## config.mk

```make
export PLATFORM = sky130hd
export DESIGN_NAME = step_scheduler
export DESIGN_NICKNAME = d
export VERILOG_FILES = /design/src/rtl/snake_pkg.sv /design/src/rtl/step_scheduler_period_lut.sv /design/src/rtl/step_scheduler.sv
export SDC_FILE = /design/constraint.sdc
export NUM_CORES = 1
export LEC_CHECK = 0
export BUFFER_PORTS_ARGS = -buffer_cell sky130_fd_sc_hd__buf_4
export CELL_PAD_IN_SITES_DETAIL_PLACEMENT = 1
export CELL_PAD_IN_SITES_GLOBAL_PLACEMENT = 2
export CORE_UTILIZATION = 32
export DETAILED_ROUTE_END_ITERATION = 6
export HOLD_SLACK_MARGIN = 0.03
export MAX_ROUTING_LAYER = met4
export PLACE_DENSITY = 0.82
export REMOVE_ABC_BUFFERS = 1
export SLEW_MARGIN = 40
export SYNTH_ARGS = -nofsm -noshare
export SYNTH_HDL_FRONTEND = slang
export SYNTH_SLANG_ARGS = --single-unit
```

## constraint.sdc

```tcl
create_clock -name mclk -period 4.1 [get_ports mclk]
set_input_delay 0 -clock mclk [delete_from_list [all_inputs] [get_ports mclk]]
set_output_delay 0 -clock mclk [all_outputs]
set_load 0.02 [all_outputs]
```

## src/rtl/snake_pkg.sv

```systemverilog
// Shared definitions for the snake game: scheduler state encoding,
// tick counter width and the default step-period constants that the
// game engine also uses.
package snake_pkg;

  typedef enum logic [1:0] {
    IDLE     = 2'd0,
    RUN      = 2'd1,
    WAIT_ACK = 2'd2,
    PAUSED   = 2'd3
  } state_t;

  localparam int TICK_W = 8;

  // Default step timing, in 10 ms ticks unless noted.
  localparam int DEF_BASE_PERIOD    = 50;
  localparam int DEF_PERIOD_DEC     = 5;
  localparam int DEF_MIN_PERIOD     = 10;
  localparam int DEF_MAX_LEVEL      = 8;
  localparam int DEF_FOOD_PER_LEVEL = 4;
  localparam int DEF_ACK_TIMEOUT    = 1000;  // mclk cycles

endpackage

```

## src/rtl/step_scheduler_period_lut.sv

```systemverilog
// Purpose: maps difficulty level to step period in ticks, floored at MIN_PERIOD.
// Latency: purely combinational.
// Backpressure: none.
// Ports: level (4b) in, period (TICK_W) out.
module period_lut
  import snake_pkg::*;
#(
  parameter int BASE_PERIOD = DEF_BASE_PERIOD,
  parameter int PERIOD_DEC  = DEF_PERIOD_DEC,
  parameter int MIN_PERIOD  = DEF_MIN_PERIOD
) (
  input  logic [3:0]        level,
  output logic [TICK_W-1:0] period
);

  // 12-bit signed keeps BASE - 15*DEC from wrapping before the floor compare.
  logic signed [11:0] raw;

  always_comb begin
    raw = $signed(12'(BASE_PERIOD)) - $signed({8'd0, level}) * $signed(12'(PERIOD_DEC));
    if (raw < $signed(12'(MIN_PERIOD))) begin
      period = TICK_W'(MIN_PERIOD);
    end else begin
      period = TICK_W'(raw);
    end
  end

endmodule

```

## src/rtl/step_scheduler.sv

```systemverilog
// Purpose: turns the free-running 10 ms tick into level-dependent game-step requests.
// Latency: period-completing tick -> step_req next edge; step_ack -> step_req low next edge.
// Backpressure: req/ack; a slow ack counts overruns instead of queuing extra requests.
// Ports: mclk, clr (async, active high), tick10ms, start, stop, pause, food, step_ack in;
//        step_req, level[3:0], running, overrun[7:0], timeout out.
// Optional: define STEP_SCHED_WATCHDOG_EN for the ack watchdog; otherwise timeout is 0.
module step_scheduler
  import snake_pkg::*;
#(
  parameter int BASE_PERIOD    = DEF_BASE_PERIOD,
  parameter int PERIOD_DEC     = DEF_PERIOD_DEC,
  parameter int MIN_PERIOD     = DEF_MIN_PERIOD,
  parameter int MAX_LEVEL      = DEF_MAX_LEVEL,
  parameter int FOOD_PER_LEVEL = DEF_FOOD_PER_LEVEL
`ifdef STEP_SCHED_WATCHDOG_EN
  ,
  parameter int ACK_TIMEOUT    = DEF_ACK_TIMEOUT
`endif
) (
  input  logic       mclk,
  input  logic       clr,
  input  logic       tick10ms,
  input  logic       start,
  input  logic       stop,
  input  logic       pause,
  input  logic       food,
  input  logic       step_ack,
  output logic       step_req,
  output logic [3:0] level,
  output logic       running,
  output logic [7:0] overrun,
  output logic       timeout
);

  state_t            state_q, state_d;
  logic [TICK_W-1:0] tick_cnt_q, tick_cnt_d;
  logic [3:0]        food_cnt_q, food_cnt_d;
  logic [3:0]        level_q, level_d;
  logic [7:0]        overrun_q, overrun_d;
  logic              step_req_q, step_req_d;

  logic [TICK_W-1:0] period;
  logic              tick_hit;
  logic [3:0]        food_cnt_eat, level_eat;

`ifdef STEP_SCHED_WATCHDOG_EN
  logic              timeout_q, timeout_d;
  logic [9:0]        wd_cnt_q, wd_cnt_d;
`endif

  period_lut #(
    .BASE_PERIOD (BASE_PERIOD),
    .PERIOD_DEC  (PERIOD_DEC),
    .MIN_PERIOD  (MIN_PERIOD)
  ) u_period_lut (
    .level  (level_q),
    .period (period)
  );

  // >= rather than == so a period shortened by a level-up fires on the next tick.
  assign tick_hit = (tick_cnt_q >= (period - TICK_W'(1)));

  // Result of one food event, applied only where food is honoured.
  always_comb begin
    food_cnt_eat = food_cnt_q + 4'd1;
    level_eat    = level_q;
    if (food_cnt_q == 4'(FOOD_PER_LEVEL - 1)) begin
      food_cnt_eat = '0;
      if (level_q != 4'(MAX_LEVEL)) begin
        level_eat = level_q + 4'd1;
      end
    end
  end

  always_comb begin
    state_d    = state_q;
    tick_cnt_d = tick_cnt_q;
    food_cnt_d = food_cnt_q;
    level_d    = level_q;
    overrun_d  = overrun_q;
    step_req_d = step_req_q;
`ifdef STEP_SCHED_WATCHDOG_EN
    timeout_d  = timeout_q;
    wd_cnt_d   = (state_q == WAIT_ACK) ? wd_cnt_q + 10'd1 : '0;
`endif

    // stop outranks everything; level and overrun stay for the score display.
    if (stop) begin
      state_d    = IDLE;
      step_req_d = 1'b0;
    end else begin
      case (state_q)
        IDLE: begin
          if (start) begin
            state_d    = RUN;
            tick_cnt_d = '0;
            food_cnt_d = '0;
            level_d    = '0;
            overrun_d  = '0;
`ifdef STEP_SCHED_WATCHDOG_EN
            timeout_d  = 1'b0;
`endif
          end
        end

        RUN: begin
          // pause discards a coincident tick and food
          if (pause) begin
            state_d = PAUSED;
          end else begin
            if (tick10ms) begin
              if (tick_hit) begin
                tick_cnt_d = '0;
                step_req_d = 1'b1;
                state_d    = WAIT_ACK;
              end else begin
                tick_cnt_d = tick_cnt_q + TICK_W'(1);
              end
            end
            if (food) begin
              food_cnt_d = food_cnt_eat;
              level_d    = level_eat;
            end
          end
        end

        WAIT_ACK: begin
          // pause is ignored here; RUN picks it up after the ack.
          if (step_ack) begin
            step_req_d = 1'b0;
            state_d    = RUN;
`ifdef STEP_SCHED_WATCHDOG_EN
          end else if (wd_cnt_q == 10'(ACK_TIMEOUT - 1)) begin
            step_req_d = 1'b0;
            timeout_d  = 1'b1;
            state_d    = RUN;
`endif
          end
          // Ticks keep the schedule; a full period without ack is a missed step.
          if (tick10ms) begin
            if (tick_hit) begin
              tick_cnt_d = '0;
              if (overrun_q != 8'hFF) begin
                overrun_d = overrun_q + 8'd1;
              end
            end else begin
              tick_cnt_d = tick_cnt_q + TICK_W'(1);
            end
          end
          if (food) begin
            food_cnt_d = food_cnt_eat;
            level_d    = level_eat;
          end
        end

        PAUSED: begin
          if (!pause) begin
            state_d = RUN;
          end
        end

        default: state_d = IDLE;
      endcase
    end
  end

  always_ff @(posedge mclk or posedge clr) begin
    if (clr) begin
      state_q    <= IDLE;
      tick_cnt_q <= '0;
      food_cnt_q <= '0;
      level_q    <= '0;
      overrun_q  <= '0;
      step_req_q <= 1'b0;
    end else begin
      state_q    <= state_d;
      tick_cnt_q <= tick_cnt_d;
      food_cnt_q <= food_cnt_d;
      level_q    <= level_d;
      overrun_q  <= overrun_d;
      step_req_q <= step_req_d;
    end
  end

`ifdef STEP_SCHED_WATCHDOG_EN
  always_ff @(posedge mclk or posedge clr) begin
    if (clr) begin
      timeout_q <= 1'b0;
      wd_cnt_q  <= '0;
    end else begin
      timeout_q <= timeout_d;
      wd_cnt_q  <= wd_cnt_d;
    end
  end
  assign timeout = timeout_q;
`else
  assign timeout = 1'b0;
`endif

  assign step_req = step_req_q;
  assign level    = level_q;
  assign overrun  = overrun_q;
  assign running  = (state_q != IDLE);

endmodule
```

# Yosys cells after proc, flatten, opt, wreduce, memory -nomap -nowiden
# Index checks and enable logic that the tools add are counted.
# totals
rom_bits	0
register_bits	27
output_inout_bits	15
mem_bits_rw	0
latch_bits	0
memories	0
# classes
multipliers	1
muxes	34
n_bitwise	1
reduce_logical	9
magnitude_cmp	2
n_eq_ne	19
n_shift	0
addsub	6
div	0
# op_table
cell	count
$mux W8	8
$mux W4	8
$pmux W4 S3	2
$pmux W8 S3	1
$ne A3 B3 Y1 const B	6
$add A8 B1 Y8 const B	2
$pmux W8 S2	1
$mux W2	7
$lt A12 B5 Y1 const B	1
$ne A4 B4 Y1 const B	3
$sub A7 B12 Y12 const A	1
$ne A2 B2 Y1 const B	5
$reduce_and A5 Y1	2
$add A4 B1 Y4 const B	2
$ge A8 B8 Y1	1
$ne A8 B8 Y1 const B	1
$pmux W2 S4	1
$sub A8 B1 Y8 const B	1
$mul A4 B3 Y7 const B	1
$reduce_and A6 Y1	1
$reduce_bool A3 Y1	2
$mux W1	5
$eq A2 B2 Y1 const B	2
$eq A4 B2 Y1 const B	1
other kinds (6)	7

# Longest topological paths before layout
# depth
word_depth	11
ltp_mapped	20
mapped_depth_nobuf	18

# Hierarchy
# Synthesis repeated with hierarchy kept, for this count alone.
# unflattened
hier_cells	269
hier_area_um2	2313.5
# modules_own_cells
mod	instances	seq_area_each_um2	cells_per_inst	area_per_inst_um2
step_scheduler	1	675.6	226	1984.4
period_lut	1	0.0	43	329.1

# Worst setup path before layout
# OpenSTA, ideal clock, no wires.
# synth_path
path_kind	reg2reg
start	reg level_q[1] (netlist: level[1])
end	reg overrun_q[3] (netlist: overrun[3])
path_slack_ns	-0.340
path_stages_with_launch	20
setup_time_ns	0.126
arrival_time_ns	4.314
path_buffers	2
required_ns	3.974
synth_period_minus_slack_ns	4.440
cell_sequence	dfrtp_1 -> ha_1 -> ha_1 -> inv_1 -> fa_1 -> clkbuf_1 -> a21oi_1 -> xnor2_1 -> nor2_1 -> mux2i_1 -> nor2_1 -> ha_1 -> nand2b_1 -> ha_1 -> nand2b_4 -> a2111oi_4 -> o32ai_2 -> and2_1 -> buf_2 -> a221o_1
# synth_via
elab_chain_cells	8
# synth_lines
item	line_no	rtl
start, declared	step_scheduler.sv:38	logic [3:0] level_q, level_d;
start signal, assigned	step_scheduler.sv:179	level_q <= level_d;
$mul A4 B3 Y7 *	step_scheduler_period_lut.sv:20	raw = $signed(12'(BASE_PERIOD)) - $signed({8'd0, level}) * $signed(12'(PERIOD_DEC));
$sub A7 B12 Y12 *	step_scheduler_period_lut.sv:20	
$lt A12 B5 Y1	step_scheduler_period_lut.sv:21	if (raw < $signed(12'(MIN_PERIOD))) begin
$mux W8 *	step_scheduler_period_lut.sv:21	
$sub A8 B1 Y8 *	step_scheduler.sv:61	assign tick_hit = (tick_cnt_q >= (period - TICK_W'(1)));
$ge A8 B8 Y1 *	step_scheduler.sv:61	
$ne A2 B2 Y1 (no line) *	n/a	
$reduce_and A6 Y1 (no line) *	n/a	
end signal, assigned	step_scheduler.sv:180	overrun_q <= overrun_d;
end, declared	step_scheduler.sv:39	logic [7:0] overrun_q, overrun_d;
# Mark *: on every way between the ends. The rest lies on a longest branch, timed or not.
# A chain may end at the register's enable or synchronous reset.

# Worst setup path after layout
# layout_path
start	reg level_q[3] (netlist: level[3])
end	reg overrun_q[7] (netlist: overrun[7])
# Same word-level chain as after synthesis.

==> reports/qor.txt <==
Syn Area/Cell = 8.14 sq um
Gate Count Post-Synth = 279
Min Tclk post-route = 4.11 ns
First-pass GRT wire length = 10.4 mm
Die Span X = 86.3 um
Clk_skew = 0.0172 ns
Post-synth EDFFs = 0
Worst r2r src = level[3]
Psw = 0.681 mW
Crit. End Element = flip-flop
CP required = 4.34 ns
Synthesis Warnings = 0
CTS tree = built
Worst Setup EP = overrun[7]
Dominant synthesized flop cell = dfrtp_1
Pleak = 1.30 nW
Via count = 2151
Routed WL per cell = 15.2 um
CP Launch Point = level[3]
Top cell by count, worst path = ha_4
Final wirelength = 6.24 mm
Crit path launch type = flip-flop
TritonCTS Buffers = 3
Async S/R FF share, synth = 1.00
Sequential Power Share = 0.248
Data arrival, critical path = 4.35 ns
Slowest-stage cell, CP = fa_2
Global-route usage over all layers = 0.177
Most frequent cells in the layout = buf_4 (39), dfrtp_1 (27), nand2_1 (26), inv_1 (20), ha_1 (19)
Rel. slew slack = 0.621
Die area = 0.00744 sq mm
Longest Clk Path Bufs = 2
Pint = 0.801 mW
Grt ovf = 0
Sum of buffers and inverters on the critical path = 3
Pre-CTS setup slack = -0.176 ns
Die Y = 86.3 um
# fillers = 852
Worst vdd ir = 0.207 mV
DR vias/cell = 5.25
CP top delay family = adder cells
Comb power frac = 0.642
Worst path max stage delay = 0.59 ns
Clk Latency, worst-skew pair = 0.29 ns
Class of the worst hold path = input pin to flip-flop
Area post-placement = 0.00261 sq mm
Final setup margin = -0.0109 ns
Clock Sinks = 27
Final slew viol count = 0
R2R depth = 19
Register area = 676 sq um
1st-pass router iterations = 4
DRC Markers = 0
Reg2reg setup slack = -0.01 ns
Seq/Total Area, Yosys = 0.297
Failing checks = setup timing
Initial antenna violation count = 0
Multi-input logic area = 0.00165 sq mm
Finished Cell Area = 0.00291 sq mm
RR Endpoint = overrun[7]
Clock power share = 0.110
Core area = 0.00683 sq mm
Peak Freq = 0.243 GHz
Row count = 30
Net Sw Frac = 0.460
Setup violators final = 2
Vias in the first global route = 2191
Largest net degree at the start of global routing = 28
H-tree Lvls = 1
Clock slew at reported path FFs = 0.11 ns
Routability congestion estimate = 0.857
Cells along the critical path = ha_4 -> ha_4 -> inv_2 -> fa_2 -> a21oi_4 -> xnor2_2 -> buf_4 -> mux2i_1 -> nor2_1 -> ha_1 -> nand2b_4 -> ha_4 -> nand2b_4 -> a2111oi_4 -> o32ai_4 -> buf_6 -> nand4_1 -> mux2i_1 -> a21o_1
Worst Path Class, Setup = flip-flop to flip-flop
Share of cells above drive strength 1 = 0.261
Max FO, Critical Path = 4
DP HPWL = 4.49 mm
Slew @ Worst Pin = 0.562 ns
I/O pins = 23
Routed Antenna Nets = 0
Max Cap Violations = 0
Root Driver = clkbuf_8
Most common cell after layout, fill and taps aside = buf_4
IO buf count = 21
Area Overhead vs Synth = 27.9%
Inserted Diodes = 0
Synth unique cells = 50
#FFs+latches synth = 27
Cell Area, Synth = 0.00227 sq mm
Starting density of the core = 0.333
Status = finished, violations left
Critical path depth in cells = 19
Endpoints failing hold = 0
Period utilization = 1.00
Fin nets = 347
PwrDens = 510 mW/mm^2
RSZ-0062 raised after global routing = true
Initial DRC count = 70
[logic make-up after synthesis]
| family | count (synthesis) | share of synthesized area |
|---|---|---|
| other cells | 1 | 0.00165 |
| mux | 5 | 0.0220 |
| buf+inv | 33 | 0.0584 |
| flops | 27 | 0.297 |
| fa+ha+maj | 24 | 0.135 |
| compound gates | 75 | 0.216 |
| simple gates | 106 | 0.238 |
| xor+xnor | 8 | 0.0308 |
[flip-flops by register name, indices dropped and copies added, names as in the netlist]
| name | cells |
|---|---|
| state_q | 2 |
| level | 4 |
| food_cnt_q | 4 |
| step_req | 1 |
| tick_cnt_q | 8 |
| overrun | 8 |
[synthesized netlist by cell type (3+ instances only)]
cell type,number,share of area
a31oi_1,4,0.011
xnor2_1,6,0.023
ha_1,23,0.13
nand3_1,11,0.024
and3_1,9,0.025
buf_2,4,0.0088
dfrtp_1,27,0.30
a21o_1,3,0.0099
clkbuf_1,7,0.012
nand4_1,6,0.017
a21oi_1,20,0.044
o31ai_1,4,0.013
nor2_1,19,0.031
and2_1,4,0.011
o21ai_0,22,0.048
nor3_1,6,0.013
nand2_1,28,0.046
inv_1,21,0.035
mux2i_1,5,0.022
o211ai_1,4,0.013
nand2b_1,10,0.028
[power by group through the flow]
stage	Clock (mW)	Combinational, mW	Sequential [mW]
2_1_floorplan	0	0.564	0.382
3_3_place_gp	0	0.767	0.366
3_5_place_dp	0	0.790	0.370
4_1_cts	0.172	0.872	0.366
5_1_grt	0.176	1.05	0.377
6_report	0.163	0.951	0.368
[cell type report]
cell class / count / share of cell area
well taps: 96 / 0.0413
multi-input cells: 219 / 0.567
repair buffers: 43 / 0.115
flip-flops and latches: 27 / 0.232
clock buffers: 3 / 0.0142
clock inverters: 1 / 0.00258
inverters: 21 / 0.0271
[metal layers]
layer  wire (um)  track usage
met2        3180        0.310
met1        2960        0.229
met4          36       0.0273
met3          68       0.0143
met5           0            -
[worst reg2reg max path, delay by kind of cell (launching register included)]
family | cells | cell delay (ns)
adders and majority gates | 5 | 1.55
buffers and inverters | 3 | 0.32
muxes | 2 | 0.34
and+or+nand+nor | 4 | 0.48
xor gates and xnor gates | 1 | 0.15
AOI/OAI and AO/OA | 4 | 0.80
DFF | 1 | 0.43
[how the worst min path moves through the flow]
| stage | start | endpoint | slack [ns] | cells after the start |
|---|---|---|---|---|
| detailed placement | clr | level[0] | 0.12 | 3 |
| CTS | step_ack | step_req | 0.05 | 4 |
| floorplan | clr | food_cnt_q[0] | 0.05 | 1 |
| finish | step_ack | step_req | 0.05 | 4 |
| global route | step_ack | step_req | 0.05 | 4 |
| global placement | clr | food_cnt_q[2] | 0.11 | 3 |
[repair_timing]
| action | in CTS | in global routing |
|---|---|---|
| endpoints found under the hold margin | 30 | 0 |
| resized for setup | 20 | 28 |
| setup buffers | 2 | 3 |
| setup endpoints to repair | 14 | 19 |
| pin swaps | 19 | 18 |
| hold buffers | 2 | 0 |
[stage by stage]
stage,power [mW],setup TNS (ns),util,hold WS [ns],cells
6_report,1.48,-0.0215,0.425,0.0479,410
3_3_place_gp,1.13,-0.290,0.382,0.105,399
4_1_cts,1.41,-0.157,0.405,0.0452,407
3_5_place_dp,1.16,-1.03,0.382,0.117,399
5_1_grt,1.61,-1.91,0.425,0.0533,410
2_1_floorplan,0.945,-2.15,-,0.0527,267
No activity file was read; power rests on OpenSTA's default activity.
